==> src/rtl/fifo_pipe_alu_if.sv <==
// Handshake bundle between a producer/consumer and the FIFO-fed arithmetic pipeline.
// The master side drives requests and data; the slave side (the FIFO) answers with status.
interface fifo_pipe_alu_if #(
    parameter int WIDTH = 11,
    parameter int DEPTH = 8
);
    localparam int LW = $clog2(DEPTH) + 1;

    logic             push;
    logic [WIDTH-1:0] push_data;
    logic             pop;
    logic [1:0]       mode;
    logic             clr_err;
    logic [WIDTH-1:0] pop_data;
    logic             pop_valid;
    logic             empty;
    logic             full;
    logic [LW-1:0]    level;
    logic             overflow;
    logic             underflow;

    modport master (
        output push, push_data, pop, mode, clr_err,
        input  pop_data, pop_valid, empty, full, level, overflow, underflow
    );

    modport slave (
        input  push, push_data, pop, mode, clr_err,
        output pop_data, pop_valid, empty, full, level, overflow, underflow
    );
endinterface

==> src/rtl/fifo_pipe_alu.sv <==
// DEPTH-entry FIFO whose popped words run through NUM_STAGES registered add/sub/pass stages,
// each word carrying the op mode that was presented on its pop cycle.
module fifo_pipe_alu #(
    parameter int DEPTH      = 8,
    parameter int WIDTH      = 11,
    parameter int NUM_STAGES = 3,
    parameter int STEP       = 1,
    parameter int SATURATE   = 0
) (
    input  logic                  clk,
    input  logic                  rst,
    fifo_pipe_alu_if.slave        bus
);
    localparam int AW = $clog2(DEPTH);
    localparam int LW = AW + 1;
    localparam logic [WIDTH-1:0] STEP_W = WIDTH'(STEP);

    logic [WIDTH-1:0] r_mem [DEPTH];
    logic [AW-1:0]    r_wPtr;
    logic [AW-1:0]    r_rPtr;
    logic [LW-1:0]    r_level;
    logic             r_overflow;
    logic             r_underflow;

    logic [WIDTH-1:0] r_stageData  [NUM_STAGES];
    logic [1:0]       r_stageMode  [NUM_STAGES];
    logic             r_stageValid [NUM_STAGES];

    logic w_empty;
    logic w_full;
    logic w_pushAcc;
    logic w_popAcc;

    assign w_empty   = (r_level == '0);
    assign w_full    = (r_level == LW'(DEPTH));
    assign w_pushAcc = bus.push & ~w_full;
    assign w_popAcc  = bus.pop & ~w_empty;

    // Carry/borrow come from the extra top bit; saturation clamps per stage.
    function automatic logic [WIDTH-1:0] applyOp(input logic [WIDTH-1:0] x, input logic [1:0] m);
        logic [WIDTH:0]   sum;
        logic [WIDTH:0]   diff;
        logic [WIDTH-1:0] res;
        sum  = {1'b0, x} + {1'b0, STEP_W};
        diff = {1'b0, x} - {1'b0, STEP_W};
        res  = x;
        case (m)
            2'b01:   res = (SATURATE != 0 && sum[WIDTH])  ? '1 : sum[WIDTH-1:0];
            2'b10:   res = (SATURATE != 0 && diff[WIDTH]) ? '0 : diff[WIDTH-1:0];
            default: res = x;
        endcase
        return res;
    endfunction

    always_ff @(posedge clk) begin
        if (w_pushAcc && !rst) begin
            r_mem[r_wPtr] <= bus.push_data;
        end
    end

    always_ff @(posedge clk) begin
        if (rst) begin
            r_wPtr      <= '0;
            r_rPtr      <= '0;
            r_level     <= '0;
            r_overflow  <= 1'b0;
            r_underflow <= 1'b0;
        end else begin
            if (w_pushAcc) begin
                r_wPtr <= r_wPtr + AW'(1);
            end
            if (w_popAcc) begin
                r_rPtr <= r_rPtr + AW'(1);
            end
            if (w_pushAcc && !w_popAcc) begin
                r_level <= r_level + LW'(1);
            end else if (w_popAcc && !w_pushAcc) begin
                r_level <= r_level - LW'(1);
            end
            // A new error event beats a simultaneous clear.
            r_overflow  <= (r_overflow  & ~bus.clr_err) | (bus.push & w_full);
            r_underflow <= (r_underflow & ~bus.clr_err) | (bus.pop  & w_empty);
        end
    end

    always_ff @(posedge clk) begin
        if (rst) begin
            for (int i = 0; i < NUM_STAGES; i++) begin
                r_stageData[i]  <= '0;
                r_stageMode[i]  <= 2'b00;
                r_stageValid[i] <= 1'b0;
            end
        end else begin
            if (w_popAcc) begin
                r_stageData[0]  <= applyOp(r_mem[r_rPtr], bus.mode);
                r_stageMode[0]  <= bus.mode;
                r_stageValid[0] <= 1'b1;
            end else begin
                r_stageData[0]  <= '0;
                r_stageMode[0]  <= 2'b00;
                r_stageValid[0] <= 1'b0;
            end
            for (int i = 1; i < NUM_STAGES; i++) begin
                if (r_stageValid[i-1]) begin
                    r_stageData[i]  <= applyOp(r_stageData[i-1], r_stageMode[i-1]);
                    r_stageMode[i]  <= r_stageMode[i-1];
                    r_stageValid[i] <= 1'b1;
                end else begin
                    r_stageData[i]  <= '0;
                    r_stageMode[i]  <= 2'b00;
                    r_stageValid[i] <= 1'b0;
                end
            end
        end
    end

    assign bus.pop_data  = r_stageData[NUM_STAGES-1];
    assign bus.pop_valid = r_stageValid[NUM_STAGES-1];
    assign bus.empty     = w_empty;
    assign bus.full      = w_full;
    assign bus.level     = r_level;
    assign bus.overflow  = r_overflow;
    assign bus.underflow = r_underflow;
endmodule

==> src/flat_wrapper.sv <==
// flat-port wrapper written by rule: the top's interface ports become plain ports
module fifo_pipe_alu_flat 
#(
    parameter int DEPTH      = 8,
    parameter int WIDTH      = 11,
    parameter int NUM_STAGES = 3,
    parameter int STEP       = 1,
    parameter int SATURATE   = 0
)
  (clk, rst, bus_push, bus_push_data, bus_pop, bus_mode, bus_clr_err, bus_pop_data, bus_pop_valid, bus_empty, bus_full, bus_level, bus_overflow, bus_underflow);
  fifo_pipe_alu_if #(.WIDTH(WIDTH), .DEPTH(DEPTH)) bus_i ();
  input  logic clk;
  input  logic rst;
  input wire logic [$bits(bus_i.push)-1:0] bus_push;
  input wire logic [$bits(bus_i.push_data)-1:0] bus_push_data;
  input wire logic [$bits(bus_i.pop)-1:0] bus_pop;
  input wire logic [$bits(bus_i.mode)-1:0] bus_mode;
  input wire logic [$bits(bus_i.clr_err)-1:0] bus_clr_err;
  output wire logic [$bits(bus_i.pop_data)-1:0] bus_pop_data;
  output wire logic [$bits(bus_i.pop_valid)-1:0] bus_pop_valid;
  output wire logic [$bits(bus_i.empty)-1:0] bus_empty;
  output wire logic [$bits(bus_i.full)-1:0] bus_full;
  output wire logic [$bits(bus_i.level)-1:0] bus_level;
  output wire logic [$bits(bus_i.overflow)-1:0] bus_overflow;
  output wire logic [$bits(bus_i.underflow)-1:0] bus_underflow;
  assign bus_i.push = bus_push;
  assign bus_i.push_data = bus_push_data;
  assign bus_i.pop = bus_pop;
  assign bus_i.mode = bus_mode;
  assign bus_i.clr_err = bus_clr_err;
  assign bus_pop_data = bus_i.pop_data;
  assign bus_pop_valid = bus_i.pop_valid;
  assign bus_empty = bus_i.empty;
  assign bus_full = bus_i.full;
  assign bus_level = bus_i.level;
  assign bus_overflow = bus_i.overflow;
  assign bus_underflow = bus_i.underflow;
  fifo_pipe_alu #(.DEPTH(DEPTH), .WIDTH(WIDTH), .NUM_STAGES(NUM_STAGES), .STEP(STEP), .SATURATE(SATURATE)) u_core (.clk(clk), .rst(rst), .bus(bus_i));
endmodule
==> config.mk <==
export PLATFORM = sky130hd
export DESIGN_NAME = fifo_pipe_alu_flat
export DESIGN_NICKNAME = d
export VERILOG_FILES = /design/src/rtl/fifo_pipe_alu_if.sv /design/src/rtl/fifo_pipe_alu.sv /design/src/flat_wrapper.sv
export SDC_FILE = /design/constraint.sdc
export NUM_CORES = 1
export LEC_CHECK = 0
export ABC_AREA = 0
export BUFFER_PORTS_ARGS = -buffer_cell sky130_fd_sc_hd__clkbuf_2
export CORE_MARGIN = 2
export CORE_UTILIZATION = 43
export DETAILED_ROUTE_END_ITERATION = 8
export SLEW_MARGIN = 20
export SYNTH_ARGS = -nofsm -noshare
export SYNTH_HDL_FRONTEND = slang
export SYNTH_SLANG_ARGS = --single-unit
==> constraint.sdc <==
create_clock -name clk -period 6.7 [get_ports clk]
set_clock_uncertainty 0.1 [all_clocks]
set_input_delay 1.34 -clock clk [delete_from_list [all_inputs] [get_ports clk]]
set_output_delay 1.34 -clock clk [all_outputs]
set_load 0.05 [all_outputs]
; ---- After elaboration in Yosys (flattened, before gate mapping)
; Memory sizes are Yosys's and may differ from the RTL's. A register that Yosys moved wholly into a read port is not among the register bits.
; Cells that the tools add are included.
[word_totals]
output_inout_bits = 20
reg_bits = 12
n_memories = 4
ram_bits = 130
inputBits = 18
wordCells = 116
[memory_table]
columns = name, depth, width, rd, rd_clocked_by_memory_dff, wr, line_no
row1 = u_core.r_mem, 8, 11, 1, 1, 1, fifo_pipe_alu.sv:18  ; logic [WIDTH-1:0] r_mem [DEPTH];
row2 = u_core.r_stageData, 3, 11, 3, 0, 3, fifo_pipe_alu.sv:25  ; logic [WIDTH-1:0] r_stageData [NUM_STAGES];
row3 = u_core.r_stageMode, 3, 2, 2, 0, 3, fifo_pipe_alu.sv:26  ; logic [1:0] r_stageMode [NUM_STAGES];
row4 = u_core.r_stageValid, 3, 1, 3, 0, 3, fifo_pipe_alu.sv:27  ; logic r_stageValid [NUM_STAGES];
[op_classes]
n_reduce_logical = 8
n_eq_ne = 7
add_sub_neg = 10
bitwise_logic = 29
mux = 53
[ops]
columns = cell, n
row1 = $mux W11, 12
row2 = $pmux W11 S2, 3
row3 = $add A11 B1 Y11 const B, 3
row4 = $sub A11 B1 Y11 const B, 3
row5 = $mux W1, 28
row6 = $or A1 B1 Y1, 20
row7 = $mux W2, 6
row8 = $mux W4, 2
row9 = $add A3 B1 Y3 const B, 2
row10 = $and A1 B1 Y1, 6
row11 = $eq A2 B1 Y1 const B, 3
row12 = $eq A2 B2 Y1 const B, 3
row13 = $mux W3, 2
row14 = $add A4 B1 Y4 const B, 1
row15 = $eq A4 B4 Y1 const B, 1
row16 = $logic_not A4 Y1, 1
row17 = $sub A4 B1 Y4 const B, 1
row18 = $logic_and A1 B1 Y1, 3
row19 = $logic_not A1 Y1, 3
row20 = $not A1 Y1, 3
row21 = $reduce_bool A2 Y1, 1

; ---- Depth between registers and ports, before layout
; Gate-level depths: netlist (run 1).
[depth]
depth_word = 8
ltp_mapped = 12
depth_no_buf = 11

; ---- Worst setup path before layout (run 1)
; Ideal clock, no wire load.
[synth_path]
path_kind = register to register
startpoint = reg u_core.r_level[3], in the netlist u_core.bus.level[3]
endpoint = reg u_core.r_level[3], in the netlist u_core.bus.level[3]
required_time_ns = 6.530
setup_slack_ns = 2.273
t_arrival_ns = 4.257
path_buffers = 0
period_less_slack_ns = 4.427
path_stages_with_launch = 12
setup_time_ns = 0.070
path_cell_list = dfxtp_1 > nor4b_1 > nand2b_1 > inv_1 > ha_1 > inv_1 > ha_1 > a21o_1 > a21oi_1 > xnor2_1 > or3_1 > a21oi_1
[synth_between]
elab_chain_len = 6
elab_cells_between_ends = 15
classes_between = 2 x add/sub / 1 x eq/ne / 2 x mux / 4 x bitwise / 6 x reduce/logical
[synth_rtl]
columns = element, line_no
row1 = from (decl), fifo_pipe_alu.sv:21  ; logic [LW-1:0] r_level;
row2 = from (signal assigned), fifo_pipe_alu.sv:76  ; r_level <= r_level + LW'(1);
row3 = from (signal assigned), fifo_pipe_alu.sv:78  ; r_level <= r_level - LW'(1);
row4 = $eq A4 B4 Y1 (*), fifo_pipe_alu.sv:35  ; assign w_full = (r_level == LW'(DEPTH));
row5 = named net bus_full, flat_wrapper.sv:22  ; output wire logic [$bits(bus_i.full)-1:0] bus_full;
row6 = $not A1 Y1 (*), fifo_pipe_alu.sv:36  ; assign w_pushAcc = bus.push & ~w_full;
row7 = $and A1 B1 Y1 (*), fifo_pipe_alu.sv:36
row8 = $logic_not A1 Y1, fifo_pipe_alu.sv:77  ; end else if (w_popAcc && !w_pushAcc) begin
row9 = $logic_and A1 B1 Y1, fifo_pipe_alu.sv:77
row10 = $reduce_bool A2 Y1 (no source line), n/a
; The timed path passes the listed nets; every way through them passes the cells marked *. The select of a mux whose other input is x is not followed.
; A chain may end at the register's enable or synchronous reset.

==> impl_metrics.json, run 1 <==
{
  "drc": 0,
  "fill_cells": 1419,
  "r2r_slack_ns": 2.80,
  "worst_slew_pin_slew_ns": 0.940,
  "cp-start-kind": "flip-flop",
  "cts_sinks": 143,
  "syn_area_mm2": 0.00709,
  "period_needed_ns": 3.90,
  "grt_setup_unrepaired": "no",
  "worst-r2r-cell-count": 11,
  "fin_ws_ns": 2.80,
  "cts_resized": 0,
  "antenna_found_initial": 0,
  "io_pins": 38,
  "grt_start_max_net_pins": 23,
  "vias_per_cell": 5.41,
  "clkLatencyLatePin_ns": 0.42,
  "grt_pass1_vias": 4553,
  "drv_cap": 0,
  "p_leak_nw": 3.00,
  "first_pass_iters": 5,
  "finalHoldViolCount": 0,
  "hold_class": "flip-flop to flip-flop",
  "syn_avg_cell_area_um2": 12.6,
  "finalNonFillerCells": 857,
  "grt-ovfl-total": 0,
  "maxSlewViolCount": 0,
  "cts_buffers": 17,
  "rr_endpoint": "u_core.r_stageData[0][8]",
  "finalCritPeriodShare": 0.582,
  "clock-root-buffer": "clkbuf_16",
  "dp_slack_ns": 2.49,
  "crit_end": "u_core.r_stageData[0][8]",
  "syn2layout_area_growth_pct": 15.4,
  "critical_path_arrival_ns": 3.93,
  "required_ns": 6.73,
  "ys_ff_latch": 143,
  "vias": 4640,
  "totalWireLength_um": 13500,
  "initial_core_util": 0.443,
  "nNetsFinal": 677,
  "crit_type": "flip-flop to flip-flop",
  "first_iter_violations": 184,
  "coreArea_mm2": 0.0160,
  "status": "finished, final reports clean",
  "crit_path_max_fanout": 12,
  "cp-end-kind": "flip-flop",
  "grt_pass1_wl_um": 22200,
  "hold_buffers": 0,
  "cts_tree": "done",
  "finalSetupViolCount": 0,
  "async_flop_share": 0,
  "synth_cells": 562,
  "antennaDiodeCount": 0,
  "antenna_left": 0,
  "dp_cells": 825,
  "synth-edff-count": 116,
  "ys_types": 66,
  "synth_warnings": 0,
  "dp_hpwl_um": 9300,
  "grtUsageTotal": 0.161,
  "fmax_mhz": 256,
  "die-height_um": 132,
  "tns_ns": 0,
  "die_x_um": 132,
  "post_route_cells_drive_above_1_share": 0.173,
  "rows": 46,
  "clk_pin_slew_ns": 0.06,
  "vdd_drop_max_mv": 0.212,
  "gp_congestion": 0.834,
  "wl_per_cell_um": 15.7,
  "ys_seq_area_frac": 0.567,
  "dieArea_mm2": 0.0175,
  "relSlewSlack": 0.371,
  "htreeDepth": 4,
  "post_cts.repair.setup_buffers": 0,
  "io_buffer_count": 37,
  "p_per_area_mw_per_mm2": 343,
  "synthFlopType": "edfxtp_1",
  "clk_path_buf_depth": 2
}
==> through the flow <==
| step | utilization | power (mW) | cell area, um^2 | hold slack [ns] |
|---|---|---|---|---|
| 3_3_place_gp | 0.477 | 1.92 | 7630 | 0.397 |
| 5_1_grt | 0.512 | 2.97 | 8190 | 0.462 |
| 3_5_place_dp | 0.477 | 1.94 | 7630 | 0.411 |
| 4_1_cts | 0.512 | 2.84 | 8190 | 0.421 |
| 2_1_floorplan | - | 1.78 | 7200 | 0.390 |
| 6_report | 0.512 | 2.81 | 8190 | 0.422 |
==> worst min path at each step <==
| stage | start | to | slack (ns) | depth (start not counted) |
|---|---|---|---|---|
| after floorplan | u_core.r_rPtr[2] | flip-flop | 0.39 | 2 |
| after global placement | u_core.bus.level[3] | u_core.bus.level[3] | 0.40 | 2 |
| after detailed placement | u_core.r_rPtr[2] | u_core.r_rPtr[2] | 0.41 | 2 |
| after CTS | u_core.bus.level[3] | u_core.bus.level[3] | 0.42 | 2 |
| after global routing | u_core.r_rPtr[2] | u_core.r_rPtr[2] | 0.46 | 2 |
| final | u_core.bus.level[3] | u_core.bus.level[3] | 0.42 | 2 |
==> critical path: stages (launching register included) <==
cell,delay [ns]
dfxtp_1,0.73
buf_4,0.37
mux4_2,0.52
mux2i_1,0.35
fa_1,0.27
nor2b_1,0.06
o21ai_1,0.17
a21boi_1,0.13
o211ai_1,0.23
nand2_1,0.13
a2111oi_0,0.42
a2111oi_0,0.12
==> cells in the final DEF, fill, tap and decap left out, types with 13 or more instances in the layout <==
cell type	instances
nor2_1	49
clkbuf_2	37
edfxtp_1	116
inv_1	21
xnor2_1	17
nor3_1	13
conb_1	28
a21oi_1	35
dfxtp_1	27
mux4_2	22
nand2_1	33
ha_1	28
clkbuf_16	17
==> per-layer routing <==
metal / track usage / share of wire / vias up
met3: 0.0341 / 0.036 / 20
met2: 0.300 / 0.54 / 104
met1: 0.177 / 0.40 / 2271
met4: 0.0711 / 0.018 / 0
li1: - / - / 2245
met5: 0 / 0 / -
==> logic make-up (layout without fill, tap and decap cells) <==
family | Yosys count | after routing | synth area share
flip-flops | 143 | 143 | 0.567
multiplexers | 37 | 37 | 0.0929
XOR/XNOR | 26 | 26 | 0.0321
adder cells (fa/ha/maj) | 31 | 31 | 0.0578
buffers and inverters | 48 | 100 | 0.0282
AO/OA/AOI/OAI | 113 | 113 | 0.106
AND/OR/NAND/NOR | 163 | 163 | 0.115
other | 1 | 28 | 0.000529
==> final cells by class <==
class | count | area [um^2] | area share
sequential | 143 | 4020 | 0.491
multi-input combinational | 398 | 3000 | 0.366
clock buffer | 18 | 429 | 0.0524
tap | 216 | 270 | 0.0330
timing repair buffer | 45 | 245 | 0.0299
clock inverter | 14 | 134 | 0.0163
inverter | 23 | 86.3 | 0.0105
==> cells in the mapped netlist (5+ instances only) <==
cell | count | area (um^2)
nor2_1 | 49 | 184
mux2_2 | 8 | 90.1
a211oi_1 | 5 | 37.5
nand2_1 | 33 | 124
and2_1 | 5 | 31.3
a21oi_1 | 35 | 175
nor2b_1 | 11 | 68.8
mux2i_1 | 6 | 60.1
mux4_2 | 22 | 495
dfxtp_1 | 27 | 541
o21ai_1 | 7 | 35.0
nand4_1 | 6 | 37.5
clkbuf_1 | 15 | 56.3
or3_1 | 8 | 50.1
nand3_1 | 9 | 45.0
ha_1 | 28 | 350
edfxtp_1 | 116 | 3480
nor3_1 | 13 | 65.1
nor4_1 | 5 | 31.3
o21a_1 | 10 | 75.1
o21ai_0 | 10 | 50.1
a21o_1 | 10 | 75.1
xor2_1 | 9 | 78.8
xnor2_1 | 17 | 149
inv_1 | 21 | 78.8
==> state kept, by name (all words and copies together) (netlist names), named ones only <==
signal                cells
u_core.bus.level          4
u_core.r_mem             88
u_core.bus.overflow       1
u_core.r_stageMode        4
u_core.r_stageData       33
u_core.bus.underflow      1
u_core.r_rPtr             3
u_core.r_stageValid       3
u_core.r_wPtr             3
==> power breakdown <==
part / leakage [nW] / total [mW] / switching, mW / internal, mW
clock: 0.265 / 0.887 / 0.372 / 0.515
combinational: 1.43 / 0.822 / 0.475 / 0.347
sequential: 1.30 / 1.10 / 0.0687 / 1.04
total: 3.00 / 2.81 / 0.916 / 1.90
No activity file was read; power rests on OpenSTA's default activity.
==> run 2, diff against run 1 <==
--- a/config.mk
+++ b/config.mk
@@ -5,7 +5,7 @@
 export SDC_FILE = /design/constraint.sdc
 export NUM_CORES = 1
 export LEC_CHECK = 0
-export ABC_AREA = 0
+export ABC_AREA = 1
 export BUFFER_PORTS_ARGS = -buffer_cell sky130_fd_sc_hd__clkbuf_2
 export CORE_MARGIN = 2
 export CORE_UTILIZATION = 43
==> constraint.sdc (replaced) <==
create_clock -name clk -period 3.7 [get_ports clk]
set_clock_uncertainty 0.1 [all_clocks]
set_input_delay 0.74 -clock clk [delete_from_list [all_inputs] [get_ports clk]]
set_output_delay 0.74 -clock clk [all_outputs]
set_load 0.05 [all_outputs]
==> run 2 against run 1 <==
  * Clock power rose by 97%
  * Power is 91% higher
  * Routed wire length increased by 15%
  * Synthesized area increased by 3.5%
  * Combinational power up 100%
  * Setup slack got worse by 2.2 ns
  * Critical path depth up 2
  * Flip-flop and latch count unchanged
==> impl_metrics.json, run 2 <==
{
  "crit_path_max_fanout": 44,
  "cp-end-kind": "flip-flop",
  "first_pass_iters": 5,
  "clk_pin_slew_ns": 0.06,
  "maxSlewViolCount": 0,
  "regMostFlops": "u_core.r_mem",
  "clkLatencyLatePin_ns": 0.42,
  "antennaDiodeCount": 0,
  "crit_type": "flip-flop to flip-flop",
  "cts_sinks": 143,
  "reg.largest.list": "u_core.r_mem x88, u_core.r_stageData x33",
  "synth_warnings": 0,
  "gp_congestion": 0.861,
  "rows": 47,
  "crit_chain": "buf_4 -> o21ai_0 -> o21ai_1 -> a21oi_1 -> a31oi_1 -> ha_1 -> a21oi_1 -> a21boi_0 -> nand3_1 -> nand2_1 -> nand3_1 -> o21ai_0 -> nor2_1",
  "crit_family": "compound AO/OA/AOI/OAI gates",
  "dp_hpwl_um": 10700,
  "clk_path_buf_depth": 2,
  "p_total_mw": 5.37,
  "finalHoldViolCount": 0,
  "multi_input_area_mm2": 0.00292,
  "grt-ovfl-total": 0,
  "htreeDepth": 4,
  "drc": 0,
  "synthFlopType": "edfxtp_1",
  "worst_slew_pin_slew_ns": 0.516,
  "io_buffer_count": 37,
  "synth_area_leaders": "edfxtp_1 (47%), dfxtp_1 (7.4%), nand2_1 (6.1%)",
  "ys_seq_area_frac": 0.548,
  "die-height_um": 135,
  "layout_common_cells": "nand2_1 (120), edfxtp_1 (116), nor2_1 (109)",
  "worstHoldPathCells": 1,
  "syn_avg_cell_area_um2": 9.30,
  "critical_path_arrival_ns": 3.15,
  "yosysMostFrequentCell": "nand2_1",
  "p_per_area_mw_per_mm2": 632,
  "tns_ns": 0,
  "grt_pass1_vias": 5130,
  "largest_reg_flops": 88,
  "post_cts.repair.setup_buffers": 0,
  "coreArea_mm2": 0.0166,
  "clock-root-buffer": "clkbuf_16",
  "critPathBufInv": 1,
  "slowest_delay_ns": 0.40,
  "synthTopCellsByCount": "nand2_1 (120), edfxtp_1 (116), nor2_1 (109)",
  "cts_resized": 0,
  "p_leak_nw": 3.67,
  "cpMaxStageDelayCell": "buf_4",
  "fmax_mhz": 324,
  "io_pins": 38,
  "design_area_mm2": 0.00850,
  "hold_class": "flip-flop to flip-flop",
  "grt_pass1_wl_um": 25600,
  "syn_area_mm2": 0.00734,
  "finalSetupViolCount": 0,
  "post_route_cells_drive_above_1_share": 0.116,
  "async_flop_share": 0,
  "hold_buffers": 0,
  "dpl_cell_area_mm2": 0.00790,
  "wl_per_cell_um": 14.1,
  "grt_setup_unrepaired": "no",
  "vias_per_cell": 4.98,
  "mostFrequentLayoutCell": "nand2_1",
  "synth_top_area_cell": "edfxtp_1",
  "seq_area_mm2": 0.00402,
  "grt_start_max_net_pins": 45,
  "antenna_found_initial": 0,
  "synth-edff-count": 116,
  "synth_cells": 789,
  "worst-r2r-cell-count": 13,
  "period_needed_ns": 3.08,
  "fill_cells": 1577,
  "cts_tree": "done",
  "dieArea_mm2": 0.0181,
  "grtUsageTotal": 0.184,
  "cp-start-kind": "flip-flop",
  "ys_ff_latch": 143,
  "finalCritPeriodShare": 0.834,
  "nNetsFinal": 912,
  "initial_core_util": 0.441,
  "synth_top_area_share": 0.475,
  "antenna_left": 0,
  "crit_cells": 13,
  "vdd_drop_max_mv": 0.401,
  "drv_cap": 0,
  "whs_ns": 0.342,
  "syn2layout_area_growth_pct": 15.8,
  "ys_types": 41,
  "status": "finished, final reports clean",
  "first_iter_violations": 399,
  "relSlewSlack": 0.655,
  "totalWireLength_um": 15400,
  "cts_buffers": 17,
  "die_x_um": 135,
  "vias": 5462,
  "required_ns": 3.77
}
## run 2: cells by family after synthesis
group,share of synthesized area
other,0.000511
AND/OR/NAND/NOR,0.168
buffers and inverters,0.0709
adder cells (fa/ha/maj),0.0559
flip-flops,0.548
XOR/XNOR,0.0273
AO/OA/AOI/OAI,0.129
## run 2: worst paths after layout
kind	from	slack, ns	to
worst min-delay path	u_core.r_rPtr[2]	0.34	flip-flop
worst max-delay path	flip-flop	0.62	u_core.r_stageData[0][10]
worst min register to register	u_core.r_rPtr[2]	0.34	flip-flop
worst max register to register	flip-flop	0.62	u_core.r_stageData[0][10]
## run 2: final cells by class
type,instances,area share
sequential,143,0.473
clock buffer,17,0.0500
inverter,107,0.0474
multi-input combinational,545,0.343
clock inverter,15,0.0212
tap,220,0.0324
timing repair buffer,49,0.0324
## run 2: per-layer routing
layer,GRT usage,share of wire,up-vias
met5,0,0,-
met4,0.0632,0.011,0
met3,0.0417,0.029,13
met2,0.306,0.50,82
met1,0.236,0.46,2563
li1,-,-,2804
## run 2: metrics by stage
stage	utilization	setup slack [ns]	instances
3_3_place_gp	0.474	0.675	1064
5_1_grt	0.511	0.230	1096
3_5_place_dp	0.474	0.663	1064
2_1_floorplan	-	0.687	816
4_1_cts	0.511	0.640	1096
6_report	0.511	0.616	1096
## run 2: power breakdown
| part | total (mW) | switching (mW) | internal [mW] | leakage (nW) |
|---|---|---|---|---|
| sequential | 1.96 | 0.0847 | 1.87 | 1.30 |
| combinational | 1.66 | 1.12 | 0.538 | 2.07 |
| clock | 1.75 | 0.686 | 1.07 | 0.290 |
